### src/rtl/intermed_pkg.sv
`default_nettype none
// ============================================================================
// Module      : intermed_pkg
// Description : Mode encodings and the per-bit out_1 combine used by intermed_pipe.
// Revision    : 1.0 - initial release
// ============================================================================
package intermed_pkg;

    localparam logic [1:0] MODE_OR   = 2'd0;
    localparam logic [1:0] MODE_XOR  = 2'd1;
    localparam logic [1:0] MODE_AND  = 2'd2;
    localparam logic [1:0] MODE_PASS = 2'd3;

    // Single-bit form; the combine is purely bitwise so callers apply it per bit.
    function automatic logic f_out1(input logic inter, input logic c, input logic [1:0] mode);
        logic r;
        case (mode)
            MODE_OR:  r = inter | c;
            MODE_XOR: r = inter ^ c;
            MODE_AND: r = inter & c;
            default:  r = c;
        endcase
        return r;
    endfunction

endpackage
`default_nettype wire

### src/rtl/intermed_stage.sv
`default_nettype none
// ============================================================================
// Module      : intermed_stage
// Description : One valid/ready pipeline slot: payload register, valid flag, load logic.
// Revision    : 1.0 - initial release
// ============================================================================
module intermed_stage
    import intermed_pkg::*;
#(
    parameter int DW = 24
) (
    input  logic          clk,
    input  logic          rst,
    input  logic          i_v,
    input  logic [DW-1:0] i_d,
    input  logic          i_adv,
    output logic          o_v,
    output logic [DW-1:0] o_d
);

    logic          r_v;
    logic [DW-1:0] r_d;
    logic          w_load;

    // Loads when empty (bubble collapse) or when the downstream slot takes our beat.
    assign w_load = !r_v || i_adv;

    always_ff @(posedge clk) begin
        if (rst) begin
            r_v <= 1'b0;
            r_d <= '0;
        end else if (w_load) begin
            r_v <= i_v;
            if (i_v) begin
                r_d <= i_d;
            end
        end
    end

    assign o_v = r_v;
    assign o_d = r_d;

endmodule
`default_nettype wire

### src/rtl/intermed_pipe.sv
`default_nettype none
// ============================================================================
// Module      : intermed_pipe
// Description : Bitwise intermediate-term logic with a STAGES-deep valid/ready
//               pipeline and a saturating nonzero-out_2 beat counter.
// Revision    : 1.0 - initial release
// ============================================================================
module intermed_pipe
    import intermed_pkg::*;
#(
    parameter int WIDTH  = 8,
    parameter int STAGES = 2,
    parameter int CNT_W  = 16
) (
    input  logic             clk,
    input  logic             rst,
    input  logic             in_valid,
    output logic             in_ready,
    input  logic [WIDTH-1:0] in_1,
    input  logic [WIDTH-1:0] in_2,
    input  logic [WIDTH-1:0] in_3,
    input  logic [1:0]       mode,
    output logic             out_valid,
    input  logic             out_ready,
    output logic [WIDTH-1:0] out_1,
    output logic [WIDTH-1:0] out_2,
    output logic [WIDTH-1:0] inter_out,
    input  logic             cnt_clr,
    output logic [CNT_W-1:0] match_cnt
);

    localparam int DW = 3 * WIDTH;

    logic [WIDTH-1:0] w_inter;
    logic [WIDTH-1:0] w_out1;
    logic [WIDTH-1:0] w_out2;
    logic [STAGES-1:0] w_sv;
    logic [STAGES-1:0] w_sv_in;
    logic [STAGES:0]   w_load;
    logic [DW-1:0]     w_sd    [STAGES];
    logic [DW-1:0]     w_sd_in [STAGES];
    logic [CNT_W-1:0]  r_cnt;

    always_comb begin
        w_inter = in_1 & in_2;
        w_out2  = w_inter & in_2;
        w_out1  = '0;
        for (int b = 0; b < WIDTH; b++) begin
            w_out1[b] = f_out1(w_inter[b], in_3[b], mode);
        end
    end

    // Ready chain walks back from the consumer handshake; a slot frees up if it or any later slot can move.
    always_comb begin
        w_load         = '0;
        w_load[STAGES] = out_valid && out_ready;
        for (int k = STAGES - 1; k >= 0; k--) begin
            w_load[k] = !w_sv[k] || w_load[k+1];
        end
    end

    always_comb begin
        w_sv_in    = '0;
        w_sv_in[0] = in_valid;
        w_sd_in[0] = {w_inter, w_out1, w_out2};
        for (int k = 1; k < STAGES; k++) begin
            w_sv_in[k] = w_sv[k-1];
            w_sd_in[k] = w_sd[k-1];
        end
    end

    genvar k;
    generate
        for (k = 0; k < STAGES; k++) begin : g_stage
            intermed_stage #(
                .DW (DW)
            ) u_stage (
                .clk   (clk),
                .rst   (rst),
                .i_v   (w_sv_in[k]),
                .i_d   (w_sd_in[k]),
                .i_adv (w_load[k+1]),
                .o_v   (w_sv[k]),
                .o_d   (w_sd[k])
            );
        end
    endgenerate

    assign in_ready                     = w_load[0];
    assign out_valid                    = w_sv[STAGES-1];
    assign {inter_out, out_1, out_2}    = w_sd[STAGES-1];

    always_ff @(posedge clk) begin
        if (rst) begin
            r_cnt <= '0;
        end else if (cnt_clr) begin
            r_cnt <= '0;
        end else if (out_valid && out_ready && (|out_2) && (r_cnt != {CNT_W{1'b1}})) begin
            r_cnt <= r_cnt + CNT_W'(1);
        end
    end

    assign match_cnt = r_cnt;

endmodule
`default_nettype wire

### config.mk
export PLATFORM = sky130hd
export DESIGN_NAME = intermed_pipe
export DESIGN_NICKNAME = d
export VERILOG_FILES = /design/src/rtl/intermed_pkg.sv /design/src/rtl/intermed_stage.sv /design/src/rtl/intermed_pipe.sv
export SDC_FILE = /design/constraint.sdc
export NUM_CORES = 1
export LEC_CHECK = 0
export CORE_ASPECT_RATIO = 1.1
export CORE_MARGIN = 2
export CORE_UTILIZATION = 44
export CTS_CLUSTER_DIAMETER = 60
export DETAILED_ROUTE_END_ITERATION = 7
export HOLD_SLACK_MARGIN = 0.03
export PLACE_DENSITY = 0.77
export SLEW_MARGIN = 20
export SYNTH_ARGS = -nofsm -noshare
export SYNTH_HDL_FRONTEND = slang
export SYNTH_SLANG_ARGS = --single-unit
### constraint.sdc
create_clock -name clk -period 1.7 [get_ports clk]
set_input_delay 0.34 -clock clk [delete_from_list [all_inputs] [get_ports clk]]
set_output_delay 0.34 -clock clk [all_outputs]
set_load 0.02 [all_outputs]
---- Word level (Yosys, flattened, before mapping) ----
Index checks and enable logic that the tools add are counted.
Widths: inputs -> output; s select.
cells by class
  reductions and logical operators ........ 12
  add/subtract/negate cells ............... 1
  mux-type cells .......................... 8
  equal/unequal tests ..................... 3
  bitwise gates (word level) .............. 26
operators by type and width
  kind                   count
  $pmux 1 s3             8
  $add 16x1->16 const B  1
  $and 8x8->8            2
  $ne 16x16->1 const B   1
  $and 1x1->1            8
  $or 1x1->1             8
  $reduce_or 8->1        1
  $xor 1x1->1            8
  $reduce_and 2->1       2
  $logic_and 1x1->1      3
  $eq 2x1->1 const B     1
  $eq 2x2->1 const B     1
  $logic_not 1->1        2
  $logic_not 2->1        1
  $logic_or 1x1->1       2
  $reduce_or 2->1        1
word-level totals
  flip-flop bits (word level) ............. 66
  input port bits ......................... 31

---- Logic depth before layout (Yosys ltp) ----
Gate-level depths: netlist of run 1.
  word-level depth ........................ 4
  depth in mapped cells ................... 6

---- By module ----
A second synthesis of run 1 with hierarchy kept.
unflattened totals
  cell total of the unflattened synthesis .. 378
  area total of the unflattened synthesis .. 3681.0 um2
by module, submodules not included
  module          cells an instance  sequential area each (um2)  instances  area an instance (um2)
  intermed_stage  109                500.5                       2          1142.3
  intermed_pipe   160                320.3                       1          1396.3

---- Worst setup path after synthesis of run 1 ----
No wires, ideal clock.
  path kind ............................... register to register
  start ................................... reg r_cnt[0], in the netlist match_cnt[0]
  end ..................................... reg r_cnt[12], in the netlist match_cnt[12]
  arrival time ............................ 1671 ps
  period minus slack after synthesis ...... 1757 ps
  stages on the path, launching flop included .. 6
  slack ................................... -57 ps
  path buffers ............................ 0
  setup time .............................. 86 ps
  data required time ...................... 1614 ps
  cell sequence ........................... dfxtp_1 ha_1 nand4_1 a2111oi_2 a31oi_1 a211oi_1
on the way
  word-level cells in the longest chain between the ends .. 2
ends and longest elaborated chain
  what                                                                   RTL line             text
  from (decl)                                                            intermed_pipe.sv:42  logic [CNT_W-1:0] r_cnt;
  from (signal assigned)                                                 intermed_pipe.sv:99  r_cnt <= r_cnt + CNT_W'(1);
  parallel branches: the longest is 2 deep, another holds $add 16x1->16  --
Several ways; the timed one is not identified.
A chain may end at the register's enable or synchronous reset.

---- Worst setup path after layout of run 1 ----
  start ................................... reg r_cnt[1], in the netlist match_cnt[1]
  end ..................................... reg r_cnt[6], in the netlist match_cnt[6]
Same word-level chain as after synthesis.

==> summary.md, run 1 <==
| Metric | Value |
|---|---|
| Status | `finished, final reports clean` |
| Final wirelength | `6420 µm` |
| Root buffer cell | `clkbuf_8` |
| Synth Area in Adders | `7.81%` |
| Post-synthesis mux area share | `8.45%` |
| Critical path type | `reg2reg` |
| Crit Path Max Fanout | `5` |
| Antenna Cells | `0` |
| CTS tree | `done` |
| Via count | `2603` |
| Max Clock Skew | `11.9 ps` |
| First-pass detailed-route iteration total | `4` |
| Critical Path Source Type | `register` |
| Post-route cell area | `3960 µm²` |
| Largest family of logic cells by synthesized area | `simple AND/OR/NAND/NOR gates` |
| HP Class | `reg2reg` |
| Reg clk slew, reported paths | `100 ps` |
| Synth Area in Compound Gates | `11.4%` |
| Max incr delay on CP | `590 ps` |
| Post-place setup slack | `-438 ps` |
| Syn avg cell area | `8.33 µm²` |
| Final Max Tran Viols | `0` |
| Most common cell in the netlist | `nand2_1` |
| Top Family by Delay on Critical Path | `simple AND/OR/NAND/NOR gates` |
| Setup crit end kind | `register` |
| Register bit total from synthesis | `50` |
| Xor and xnor fraction of the mapped netlist area | `0%` |
| Distinct cells, synth | `42` |
| Slowest-stage cell, CP | `or4_4` |
| CTS Hold Bufs | `0` |
| Mapped Area | `2730 µm²` |
| Largest net degree at the start of global routing | `39` |
| Max VDD drop | `328 µV` |
| Post-DP HPWL | `4990 µm` |
| Finish-stage setup viols | `0` |
| Placement-stage cell area | `3810 µm²` |
| CP required | `1940 ps` |
| Drt initial violations | `98` |
| Commonest cells in the synthesized netlist | `67 x nand2_1, 50 x dfxtp_1, 37 x a21oi_1` |
| Vias in the first global route | `2471` |
| RSZ-0062 raised after global routing | `true` |
| Worst-path cell chain | `ha_4 > nand4_1 > or4_4 > nand3_2 > mux2i_1` |
| Clock buffer count from CTS | `5` |
| Syn Inst Count | `327` |
| Slew @ Worst Pin | `635 ps` |
| Area contributors post-synth | `dfxtp_1 37%, nand2_1 9.2%, ha_1 7.8%, a21oi_1 6.8%, mux4_2 6.6%` |
| Period utilization | `97.2%` |
| Buffers & Inverters on Critical Path | `0` |
| Simple-gate share of the synthesized area | `25.6%` |
| Final Hold Fails | `0` |
| Core footprint | `6080 µm²` |
| Area Overhead vs Synth | `45.3%` |
| IO Port Bufs | `72` |
| Placer congestion estimate | `0.833` |
| # fillers | `546` |
| Syn nets | `375` |
| Post-synth EDFFs | `0` |
| Final Power | `2.34 mW` |
| Die ar. | `6840 µm²` |
| Die span in x | `79.0 µm` |
| Minimum clock period | `1650 ps` |
| WHS | `459 ps` |
| Data arrival time of the worst path | `1890 ps` |
| Drt drc | `0` |
| Post-synth top flop | `dfxtp_1` |
| Max_slew headroom | `57.5%` |
| CTS H-tree depth | `2` |
| Grt ovf | `0` |
| CTS max path bufs | `2` |
| Share of cells above drive strength 1 | `21.8%` |
| Post-route ant nets | `0` |
| Ys Warns | `0` |
| Top-area cell type share of the netlist area | `36.7%` |
| Antenna violations before repair | `0` |
| Static leakage | `1.80 nW` |
| Post-synth top area cell | `dfxtp_1` |
| Routed vias/inst | `5.09` |
| GRT Overall Usage | `19.4%` |
| Worst setup margin | `47.4 ps` |
| Cell Rows | `30` |
| Maxcap violations | `0` |
| FMAX | `605 MHz` |
| Wirelength per Cell | `12.6 µm` |
| Pwr/cell area | `591 nW/µm²` |
| FFs w/ async S/R, synth | `0%` |
| Final nets | `478` |
| Clock sink total | `50` |
| Worst-Skew Late Latency | `320 ps` |
| Die height | `86.5 µm` |
| Ports | `73` |
| First-pass GRT wire length | `10700 µm` |
| Initial core utilization | `44.8%` |
| Register area share after synthesis | `36.7%` |
-- where the power goes --
part | total, mW | internal [mW] | switching [mW] | leakage [nW]
Clock | 0.732 | 0.303 | 0.429 | 0.0491
Sequential | 1.22 | 1.20 | 0.0209 | 0.411
Combinational | 0.385 | 0.217 | 0.168 | 1.34
-- metrics by stage --
stage / util (%) / setup TNS (ps) / cells
after floorplan: - / 0 / 327
after global placement: 62.7 / -12260 / 501
after detailed placement: 62.7 / -12870 / 501
after CTS: 63.8 / 0 / 509
after global routing: 65.1 / -70.4 / 511
final: 65.1 / 0 / 511
-- routing by layer --
layer | part of all wire, % | vias up | wire [µm] | track usage, %
met4 | 1.3 | 0 | 85 | 6.27
li1 | - | 1327 | - | -
met1 | 40 | 1206 | 2590 | 22.6
met3 | 4.4 | 8 | 281 | 3.44
met2 | 54 | 62 | 3470 | 35.9
met5 | 0 | - | 0 | 0
-- worst min-delay path, cell delays in order (launching register included) --
cell and delay, ps:
dfxtp_1 320, nand2_1 50, a21oi_1 50
-- cells by family after synthesis --
kind of cell,Yosys count
AND/OR/NAND/NOR,141
AO/OA/AOI/OAI,54
buffers and inverters,52
flip-flops,50
adder cells (fa/ha/maj),17
multiplexers,13
-- final cells by class --
class	count	area (µm²)	share of cell area (%)
Multi-Input combinational cell	225	1540	38.8
Timing Repair Buffer	121	1110	28.1
Sequential cell	50	1010	25.6
Inverter	27	101	2.56
Tap cell	80	100	2.53
Clock buffer	5	68.8	1.74
Clock inverter	3	26.3	0.664
-- state kept, by name, summed over array words and instances, names as in the netlist --
name / flops
g_stage.u_stage.o_d: 32
g_stage.u_stage.o_v: 2
match_cnt: 16
-- placed cells by master (no fill, tap or decap), types with 2 or more instances in the layout --
master / count
a21oi_1: 35
a21oi_2: 2
and4_1: 2
buf_12: 4
buf_4: 45
clkbuf_8: 5
clkdlybuf4s50_1: 39
dfxtp_1: 43
dfxtp_2: 5
dfxtp_4: 2
dlygate4sd2_1: 27
dlymetal6s2s_1: 5
ha_1: 16
inv_1: 27
inv_6: 2
mux2i_1: 5
mux4_2: 8
nand2_1: 67
nand3_1: 7
nand3_2: 2
nand4_1: 5
nor2_1: 22
nor3_1: 8
nor4_2: 2
o21ai_0: 3
o31ai_1: 7
or3_1: 5
or4_1: 4
or4_4: 3
-- final timing paths --
| check | cells past startpoint | to | slack, ps | start |
|---|---|---|---|---|
| setup / recovery | 5 | match_cnt[6] | 50 | match_cnt[1] |
| setup reg to reg | 5 | match_cnt[6] | 50 | match_cnt[1] |
| hold reg to reg | 2 | g_stage[1].u_stage.o_d[10] | 460 | g_stage[0].u_stage.o_d[10] |
| hold / removal | 2 | g_stage[1].u_stage.o_d[10] | 460 | g_stage[0].u_stage.o_d[10] |
-- repair_timing --
action	4_1_cts	5_1_grt
setup endpoints to repair	52	17
buffers inserted	0	2
pin swaps	0	5
gates resized for setup	34	20
Note: power is estimated with default switching activity, not from simulation.
==> run 2: changes to the inputs <==
--- a/config.mk
+++ b/config.mk
@@ -5,12 +5,14 @@
 export SDC_FILE = /design/constraint.sdc
 export NUM_CORES = 1
 export LEC_CHECK = 0
+export ABC_AREA = 1
 export CORE_ASPECT_RATIO = 1.1
 export CORE_MARGIN = 2
 export CORE_UTILIZATION = 44
 export CTS_CLUSTER_DIAMETER = 60
+export CTS_CLUSTER_SIZE = 25
 export DETAILED_ROUTE_END_ITERATION = 7
-export HOLD_SLACK_MARGIN = 0.03
+export HOLD_SLACK_MARGIN = 0.1
 export PLACE_DENSITY = 0.77
 export SLEW_MARGIN = 20
 export SYNTH_ARGS = -nofsm -noshare
==> run 2 against run 1 <==
Clock skew is 6.1 ps lower. Non-clock buffer count shrank 25. Maximum frequency rose by 0.11%. Power is 7.2% higher. Flip-flop and latch count unchanged. Area after synthesis is 0.60% higher. Die area rose by 0.57%. Register-to-register slack improved by 230 ps. Global-route usage decreased by 0.32 points. Critical path depth fell by 4. Synthesized cell count rose by 20%. Sequential power increased by 3%. Critical endpoint is now out_2[6]. Largest power group unchanged.
==> summary.md, run 2 <==
| Metric | Value |
|---|---|
| Placed cells | `549 (was 501)` |
| Critical Path Source Type | `register (unchanged)` |
| Ports | `73 (unchanged)` |
| Post-DP HPWL | `4920 µm (was 4990 µm)` |
| Hold Crit Depth | `2 (unchanged)` |
| Max_slew headroom | `80.3% (was 57.5%)` |
| Syn avg cell area | `7.01 µm² (was 8.33 µm²)` |
| Clock buffer count from CTS | `5 (unchanged)` |
| Mapped Area | `2740 µm² (was 2730 µm²)` |
| Area contributors post-synth | `dfxtp_1 37%, nand2_1 12%, nor2_1 8.6%, ha_1 7.8%, o21ai_0 7.3% (was dfxtp_1 37%, nand2_1 9.2%, ha_1 7.8%, a21oi_1 6.8%, mux4_2 6.6%)` |
| Static leakage | `1.90 nW (was 1.80 nW)` |
| Setup tns final | `0 ps (unchanged)` |
| Antenna violations before repair | `0 (unchanged)` |
| Die height | `86.8 µm (was 86.5 µm)` |
| Top Family by Delay on Critical Path | `buffers and inverters (was simple AND/OR/NAND/NOR gates)` |
| Register bit total from synthesis | `50 (unchanged)` |
| Drt initial violations | `110 (was 98)` |
| Slew @ Worst Pin | `295 ps (was 635 ps)` |
| Distinct cells, synth | `26 (was 42)` |
| Post-synth EDFFs | `0 (unchanged)` |
| Final core utilization | `62.2% (was 65.1%)` |
| Critical path type | `reg2out (was reg2reg)` |
| Area Overhead vs Synth | `37.9% (was 45.3%)` |
| Clock sink total | `50 (unchanged)` |
| CP required | `1360 ps (was 1940 ps)` |
| Worst-path cell chain | `clkdlybuf4s50_1 (was ha_4 > nand4_1 > or4_4 > nand3_2 > mux2i_1)` |
| Max Clock Skew | `5.82 ps (was 11.9 ps)` |
| Placement-stage cell area | `3650 µm² (was 3810 µm²)` |
| Max incr delay on CP | `620 ps (was 590 ps)` |
| Commonest non-fill, non-tap cell in the layout | `nand2_1 (unchanged)` |
| FMAX | `606 MHz (was 605 MHz)` |
| Met3 wire length | `220 µm (was 281 µm)` |
| Reg clk slew, reported paths | `90 ps (was 100 ps)` |
| Final Power | `2.51 mW (was 2.34 mW)` |
| Root buffer cell | `clkbuf_8 (unchanged)` |
| Top-area cell type share of the netlist area | `36.5% (was 36.7%)` |
| Data arrival time of the worst path | `1310 ps (was 1890 ps)` |
| Syn Inst Count | `391 (was 327)` |
| Wirelength per Cell | `11.2 µm (was 12.6 µm)` |
| CTS max path bufs | `2 (unchanged)` |
| Commonest cells after routing, fill and taps aside | `86 x nand2_1, 63 x nor2_1, 50 x dfxtp_1 (was 67 x nand2_1, 45 x buf_4, 43 x dfxtp_1)` |
| Core footprint | `6080 µm² (unchanged)` |
| Vias in the first global route | `2476 (was 2471)` |
| CTS H-tree depth | `2 (unchanged)` |
| Register area share after synthesis | `36.5% (was 36.7%)` |
| Grt ovf | `0 (unchanged)` |
| Via count | `2731 (was 2603)` |
| FFs w/ async S/R, synth | `0% (unchanged)` |
| First-pass GRT wire length | `10800 µm (was 10700 µm)` |
| R2R cell count | `9 (was 5)` |
| Final Max Tran Viols | `0 (unchanged)` |
| First-pass detailed-route iteration total | `4 (unchanged)` |
| Worst-Skew Late Latency | `300 ps (was 320 ps)` |
| Top sig layer | `met4 (unchanged)` |
| Routed wl met2 | `3130 µm (was 3470 µm)` |
| Post-route ant nets | `0 (unchanged)` |
| Maxcap violations | `0 (unchanged)` |
| GRT Overall Usage | `19.1% (was 19.4%)` |
| Post-route cell area | `3780 µm² (was 3960 µm²)` |
| Pwr/cell area | `663 nW/µm² (was 591 nW/µm²)` |
| IO Port Bufs | `72 (unchanged)` |
| # fillers | `556 (was 546)` |
| Final nets | `524 (was 478)` |
| M1 WL | `2830 µm (was 2590 µm)` |
| Initial core utilization | `45.1% (was 44.8%)` |
| Drt drc | `0 (unchanged)` |
| Setup crit end kind | `output port (was register)` |
| R2R Setup Slk | `280 ps (was 50 ps)` |
| HP Class | `reg2reg (unchanged)` |
| Buffers & Inverters on Critical Path | `1 (was 0)` |
| Setup bufs post-CTS | `0 (unchanged)` |
| Hold path endpoint | `g_stage[0].u_stage.o_d[22] (was g_stage[1].u_stage.o_d[10])` |
| CTS tree | `done (unchanged)` |
| RR Endpoint | `match_cnt[11] (was match_cnt[6])` |
| Antenna Cells | `0 (unchanged)` |
| Period utilization | `97.1% (was 97.2%)` |
| Ys Warns | `0 (unchanged)` |
| Status | `finished, final reports clean (unchanged)` |
| Finish-stage setup viols | `0 (unchanged)` |
| Commonest cells in the synthesized netlist | `86 x nand2_1, 63 x nor2_1, 50 x dfxtp_1 (was 67 x nand2_1, 50 x dfxtp_1, 37 x a21oi_1)` |
| RSZ-0062 raised after global routing | `false (was true)` |
| Die ar. | `6880 µm² (was 6840 µm²)` |
| Routed vias/inst | `4.90 (was 5.09)` |
| Final Hold Fails | `0 (unchanged)` |
| Share of cells above drive strength 1 | `11.3% (was 21.8%)` |
| Final wirelength | `6250 µm (was 6420 µm)` |
| Worst reg2reg startpoint | `match_cnt[0] (was match_cnt[1])` |
| Slowest-stage cell, CP | `clkdlybuf4s50_1 (was or4_4)` |
| Max FFs per register | `32 (unchanged)` |
| Crit Path Max Fanout | `4 (was 5)` |
| Syn nets | `439 (was 375)` |
| Post-synth top area cell | `dfxtp_1 (unchanged)` |
| Hold wc startpoint | `g_stage[0].u_stage.o_d[22] (was g_stage[0].u_stage.o_d[10])` |
| Non-Filler Instances | `557 (was 511)` |
| Die span in x | `79.3 µm (was 79.0 µm)` |
| Cell Rows | `30 (unchanged)` |
| Placer congestion estimate | `0.846 (was 0.833)` |
| Max VDD drop | `331 µV (was 328 µV)` |
| Minimum clock period | `1650 ps (about the same)` |
| Post-synth top flop | `dfxtp_1 (unchanged)` |
| Most common cell in the netlist | `nand2_1 (unchanged)` |
| Largest net degree at the start of global routing | `33 (was 39)` |
## run 2: cell families after synthesis
| logic type | synth area share [%] |
|---|---|
| AOI/OAI and AO/OA | 17.0 |
| xor gates and xnor gates | 2.24 |
| adders and majority gates | 7.76 |
| buffers and inverters | 10.0 |
| DFF | 36.5 |
| and+or+nand+nor | 26.4 |
## run 2: per-stage QoR
stage / hold slack [ps] / setup WS (ps)
6_report: 458 / 49.2
5_1_grt: 482 / 7.15
4_1_cts: 464 / 3.16
3_5_place_dp: 451 / -284
3_3_place_gp: 452 / -298
2_1_floorplan: 409 / 7.66
## run 2: area by class of cell
| type | count | area (µm²) | share of cell area, % |
|---|---|---|---|
| clock buffers | 7 | 96.3 | 2.55 |
| flip-flops and latches | 50 | 1000 | 26.5 |
| multi-input cells | 283 | 1470 | 38.8 |
| well taps | 80 | 100 | 2.65 |
| clock inverters | 1 | 8.76 | 0.232 |
| repair buffers | 96 | 958 | 25.4 |
| inverters | 40 | 150 | 3.97 |
## run 2: what timing repair did
action                     CTS  global route
hold buffers                 0             0
hold endpoints to repair     0             0
setup endpoints to repair   13            17
gates cloned                 0             0
resized for setup           14            17
## run 2: routing by layer
layer / track usage, % / vias up
met5: 0 / -
met1: 23.8 / 1244
li1: - / 1419
met2: 34.3 / 61
met4: 5.17 / 0
met3: 2.81 / 7
## run 2: worst register-to-register path: cells and delay by family (launching register included)
kind                     cells  cell delay (ps)
AO/OA/AOI/OAI                1               50
buffers and inverters        2              230
AND/OR/NAND/NOR              5              510
adder cells (fa/ha/maj)      1              190
flip-flops                   1              340
## run 2: worst max-delay path by stage
stage,from,to,slack (ps),depth (start not counted)
after floorplan,match_cnt[0],match_cnt[14],8,9
after global routing,g_stage[1].u_stage.o_d[20],out_2[4],7,1
after CTS,out_ready,in_ready,3,4
after global placement,out_ready,in_ready,-300,4
after detailed placement,out_ready,in_ready,-280,4
final,g_stage[1].u_stage.o_d[22],out_2[6],50,1
## run 2: where the power goes
group / internal (mW) / switching [mW]
registers: 1.23 / 0.0337
clock network: 0.373 / 0.389
logic: 0.236 / 0.247
